===== config.mk =====
export PLATFORM = sky130hd
export DESIGN_NAME = mul_wb_seq
export DESIGN_NICKNAME = d
export VERILOG_FILES = /design/src/rtl/mul_wb_seq.sv
export SDC_FILE = /design/constraint.sdc
export NUM_CORES = 1
export LEC_CHECK = 0
export ABC_AREA = 0
export CAP_MARGIN = 20
export CELL_PAD_IN_SITES_DETAIL_PLACEMENT = 0
export CELL_PAD_IN_SITES_GLOBAL_PLACEMENT = 1
export CORE_MARGIN = 2
export CORE_UTILIZATION = 37
export DETAILED_ROUTE_END_ITERATION = 8
export PLACE_DENSITY_LB_ADDON = 0.1
export SETUP_SLACK_MARGIN = 0.3
export SLEW_MARGIN = 20
export SYNTH_ARGS = -nofsm -noshare
export SYNTH_HDL_FRONTEND = slang
export SYNTH_SLANG_ARGS = --single-unit

===== constraint.sdc =====
create_clock -name clk -period 3.4 [get_ports clk]
set_input_delay 1.02 -clock clk [delete_from_list [all_inputs] [get_ports clk]]
set_output_delay 1.02 -clock clk [all_outputs]
set_load 0.005 [all_outputs]

===== src/rtl/mul_wb_seq.sv =====
// Iterative WIDTHxWIDTH multiplier with register-file write-back sequencing.
// Handles MUL (low word only), UMULL and SMULL (full 2*WIDTH product).
// The controller issues a start pulse. The low word leaves on port 3
// (we3/wa3/wd3) and the high word on port 4 (is_mul/wa4/wd4) during one
// WB cycle. The sequence is IDLE -> CALC (WIDTH cycles) -> FIX -> WB.
module mul_wb_seq #(
  parameter int WIDTH = 32
) (
  input  logic             clk,
  input  logic             reset_n,
  input  logic             start,
  input  logic             is_long,
  input  logic             is_signed,
  input  logic [WIDTH-1:0] a,
  input  logic [WIDTH-1:0] b,
  input  logic [3:0]       rd_lo,
  input  logic [3:0]       rd_hi,
  output logic             busy,
  output logic             done,
  output logic             we3,
  output logic [3:0]       wa3,
  output logic [WIDTH-1:0] wd3,
  output logic             is_mul,
  output logic [3:0]       wa4,
  output logic [WIDTH-1:0] wd4
);

  localparam int CW = $clog2(WIDTH);

  localparam logic [1:0] IDLE = 2'd0;
  localparam logic [1:0] CALC = 2'd1;
  localparam logic [1:0] FIX  = 2'd2;
  localparam logic [1:0] WB   = 2'd3;

  logic [1:0]         state_reg;
  logic [CW-1:0]      cnt_reg;
  logic [WIDTH-1:0]   mcand_reg;    // |a|, or raw a for an unsigned multiply
  logic [2*WIDTH-1:0] acc_reg;      // {partial high, remaining multiplier bits}
  logic [3:0]         rd_lo_reg;
  logic [3:0]         rd_hi_reg;
  logic               long_reg;
  logic               neg_reg;      // the result must be negated in FIX

  logic               sgn;
  logic [WIDTH:0]     sum;
  logic               wb;
  logic               collide;

  // Signed handling applies only to long multiplies.
  assign sgn = is_long & is_signed;

  // Add the multiplicand into the high half at full width, keeping the carry.
  always_comb begin
    sum = {1'b0, acc_reg[2*WIDTH-1:WIDTH]};
    if (acc_reg[0])
      sum = sum + {1'b0, mcand_reg};
  end

  // Sequencer: latch operands, then shift-add, then sign fix-up, then write-back.
  always_ff @(posedge clk or negedge reset_n) begin
    if (!reset_n) begin
      state_reg <= IDLE;
      cnt_reg   <= '0;
      mcand_reg <= '0;
      acc_reg   <= '0;
      rd_lo_reg <= '0;
      rd_hi_reg <= '0;
      long_reg  <= 1'b0;
      neg_reg   <= 1'b0;
    end else begin
      case (state_reg)
        IDLE: begin
          if (start) begin
            state_reg <= CALC;
            cnt_reg   <= '0;
            // The modulo-2^WIDTH magnitude of the most negative value is
            // still exact when the operand is treated as unsigned.
            mcand_reg <= (sgn && a[WIDTH-1]) ? -a : a;
            acc_reg   <= {{WIDTH{1'b0}}, ((sgn && b[WIDTH-1]) ? -b : b)};
            rd_lo_reg <= rd_lo;
            rd_hi_reg <= rd_hi;
            long_reg  <= is_long;
            neg_reg   <= sgn & (a[WIDTH-1] ^ b[WIDTH-1]);
          end
        end
        CALC: begin
          acc_reg <= {sum, acc_reg[WIDTH-1:1]};
          cnt_reg <= cnt_reg + 1'b1;
          if (cnt_reg == CW'(WIDTH - 1))
            state_reg <= FIX;
        end
        FIX: begin
          if (neg_reg)
            acc_reg <= -acc_reg;
          state_reg <= WB;
        end
        default: begin
          state_reg <= IDLE;
        end
      endcase
    end
  end

  assign wb      = (state_reg == WB);
  assign collide = long_reg && (rd_lo_reg == rd_hi_reg);
  assign busy    = (state_reg != IDLE);

  // Write-back strobes are decoded from registered state only. When both
  // halves target the same register, only the high word is written, on port 3.
  always_comb begin
    done   = 1'b0;
    we3    = 1'b0;
    wa3    = '0;
    wd3    = '0;
    is_mul = 1'b0;
    wa4    = '0;
    wd4    = '0;
    if (wb) begin
      done = 1'b1;
      we3  = 1'b1;
      if (collide) begin
        wa3 = rd_hi_reg;
        wd3 = acc_reg[2*WIDTH-1:WIDTH];
      end else begin
        wa3 = rd_lo_reg;
        wd3 = acc_reg[WIDTH-1:0];
        if (long_reg) begin
          is_mul = 1'b1;
          wa4    = rd_hi_reg;
          wd4    = acc_reg[2*WIDTH-1:WIDTH];
        end
      end
    end
  end

endmodule

==> qor.csv <==
stage,metric,value,unit
grt,met3_usage,0.03336,
clocking,cts_tree,done,
logic_synthesis,yosysWarnings,0,
logic_synthesis,yosys-top-cells-area,"dfrtp_1 (27%), o21ai_0 (5.3%), ha_1 (4.9%)",
floorplanning,die_h,171.4,µm
grt,grt_antenna_before_repair,0,
logic_synthesis,async_flop_share,1.000,
detailed_routing,final_antenna_net_count,0,
critical_path,worst_path_largest_cell_delay,0.40,ns
timing,finalSetupViolCount,48,
floorplanning,core,27710,µm²
cells_and_area,final_common_cell,buf_4,
clocking,clk_pin_slew,0.06,ns
timing,hold_violations,0,
timing,fin_hold_ws,0.4880,ns
timing,rsz0062_at_grt,yes,
logic_synthesis,synth_cell_types,73,
clocking,h-tree-depth,4,
cells_and_area,largest_reg_flops,64,
detailed_routing,drtIter0Drc,744,
critical_path,path_cells,xor2_1 > nor4_2 > buf_4 > buf_6 > nand2_8 > buf_12 > buf_16 > mux2i_1 > nor2b_1 > buf_2,
logic_synthesis,synth-seq-cells,113,
detailed_routing,dr.pass1.iters,5,
hold_path,min_from,mcand_reg[19]$_DFFE_PN0P_,
critical_path,slowest_stage,nor4_2,
logic_synthesis,synth-seq-area-share,0.2728,
floorplanning,dieArea,29360,µm²
placed_design,pre_cts_slack,-0.3759,ns
power_and_ir_drop,p_per_area,857.9,nW/µm²
critical_path,critPathMaxFanout,5,
clocking,clock_sinks,113,
detailed_routing,wire_per_inst,19.57,µm
cells_and_area,layout_common_cells,"buf_4 (129), nand2_1 (111), dfrtp_1 (110)",
critical_path,rr_worst_depth,9,
grt,gr-max-usage-layer,met2,
hold_path,hold_end,mcand_reg[19]$_DFFE_PN0P_,
detailed_routing,vias,10930,
placed_design,hpwl,27640,µm
detailed_routing,drt_wl_total,38040,µm
clocking,numCtsBuffers,17,
clocking,cts_root_buffer,clkbuf_16,
cells_and_area,final_core_util,0.5149,
cells_and_area,layout-drive-gt1-share,0.2401,
floorplanning,ios,153,
critical_path,required,2.38,ns
grt,grt_pass1_vias,10370,
timing,min_period,3.479,ns
timing,max_freq,287.5,MHz
placed_design,io_buffers,152,
clocking,clockBufferDepth,2,
detailed_routing,routed_via_density,5.623,
floorplanning,num_rows,61,
timing,slew_headroom,0.4642,
hold_path,min_path_cells,2,
critical_path,r2r_end,acc_reg[62]$_DFFE_PN0P_,
critical_path,start_kind,flip-flop,
timing,finalMaxSlewViolations,0,
logic_synthesis,syn_area,10360,µm²
logic_synthesis,synth-main-ff-cell,dfrtp_1,
timing,final.setup.worst_slack,-0.07881,ns
grt,track_usage,0.2568,
grt,grt_max_degree,64,
grt,grt_pass1_wl,58540,µm
logic_synthesis,yosys.area.top_type,dfrtp_1,
cells_and_area,antennaDiodeCount,0,
critical_path,r2r_slack,0.40,ns
timing,worstMarginPinSlew,0.8008,ns
grt,grtUsageMet2,0.4211,
outcome,status,"complete, but fails checks",
floorplanning,initial_core_util,0.3741,
detailed_routing,drc_errors,0,
outcome,violations,setup timing,
cells_and_area,nets,1672,
critical_path,r2r-start,acc_reg[42]$_DFFE_PN0P_,
logic_synthesis,synth_top_area_share,0.2728,
logic_synthesis,syn_nets,1425,
critical_path,crit_path_end_kind,output port,
floorplanning,die_w,171.4,µm
hold_path,hold_class,flip-flop to flip-flop,
power_and_ir_drop,leakage,6.406,nW
critical_path,critPathKind,flip-flop to output port,
grt,met1_usage,0.3524,
placed_design,gp_congestion,0.8301,
run,cap_violations,0,
logic_synthesis,synthCells,1306,
cells_and_area,areaGrowthSynthToFinish,37.66,%
critical_path,critPathArrivalTime,2.46,ns
logic_synthesis,synth_edf_count,0,
timing,fin_crit_sh,1.023,
timing,skew,0.02273,ns
power_and_ir_drop,ir_drop,0.5630,mV
grt,grt.overflow.total,0,
logic_synthesis,syn_area_per_cell,7.935,µm²
clocking,worstSkewPairLatency,0.43,ns
## how the worst max path moves through the flow
stage                                   startpoint                 endpoint  slack, ns
after CTS                 rd_hi_reg[0]$_DFFE_PN0P_                  wd3[18]      -0.06
after detailed placement                     b[19]  acc_reg[29]$_DFFE_PN0P_      -0.38
after floorplan                              b[19]  acc_reg[29]$_DFFE_PN0P_       0.17
final                     rd_hi_reg[0]$_DFFE_PN0P_                  wd3[17]      -0.08
after global placement                       b[19]  acc_reg[29]$_DFFE_PN0P_      -0.33
after global routing      rd_hi_reg[1]$_DFFE_PN0P_                  wd3[15]      -0.15
## logic make-up after synthesis
family                   synth area share
AND/OR/NAND/NOR                    0.2375
AO/OA/AOI/OAI                      0.2564
buffers and inverters             0.04310
adder cells (fa/ha/maj)           0.05143
flip-flops                         0.2728
XOR/XNOR                          0.07944
multiplexers                      0.05928
## report_power, final
part,total [mW],switching [mW],internal (mW),leakage [nW]
Clock,1.91,0.717,1.19,0.289
Combinational,7.61,4.25,3.36,4.71
Sequential,2.72,0.775,1.94,1.41
Total,12.2,5.74,6.50,6.41
## per-layer routing
layer	vias to the layer above	share of wire
met3	55	0.046
met1	5213	0.46
li1	5351	-
met5	-	0
met4	0	0.026
met2	312	0.46
## area by class of cell
type / instances / area [µm²]
clock buffers: 20 / 456.7
clock inverters: 12 / 156.4
fillers: 2726 / 13440
inverters: 27 / 101.3
multi-input cells: 1078 / 7402
flip-flops and latches: 113 / 2831
well taps: 378 / 473.0
repair buffers: 316 / 2845
## synth_stat cells (14+ instances only)
cell type,instances
nand2_1,115
dfrtp_1,113
o21ai_0,109
a21oi_1,102
nor2_1,88
clkbuf_1,76
nor3_1,57
xor2_1,50
xnor2_1,44
mux2i_1,43
and2_1,42
ha_1,41
nor2b_1,38
a21o_1,31
a221oi_1,28
inv_1,26
nand3_1,23
o31ai_1,22
or4_1,19
nor4_1,18
or3_1,17
mux2_2,15
a211oi_1,14
## through the flow
stage	TNS, ns	area [µm²]	power (mW)	std cells
final	-1.203	14270	12.24	1944
after global routing	-4.589	14270	13.13	1944
after CTS	-0.4096	13930	11.97	1930
after detailed placement	-1.568	13060	9.711	1871
after global placement	-1.276	13060	9.642	1871
after floorplan	0	10450	7.090	1306
## critical path: cells and delay by family, from the launching register on
family / cells / cell delay (ns)
simple gates: 3 / 0.62
xor+xnor: 1 / 0.18
buf+inv: 5 / 0.73
flops: 1 / 0.39
mux: 1 / 0.12
## repair_timing
item,4_1_cts,5_1_grt
gates resized for setup,338,80
hold buffers,0,0
pin swaps,13,16
setup buffers,21,14
endpoints found under the setup margin,83,99
hold endpoints to repair,0,0
cloned,6,0
No activity file was read; power rests on OpenSTA's default activity.
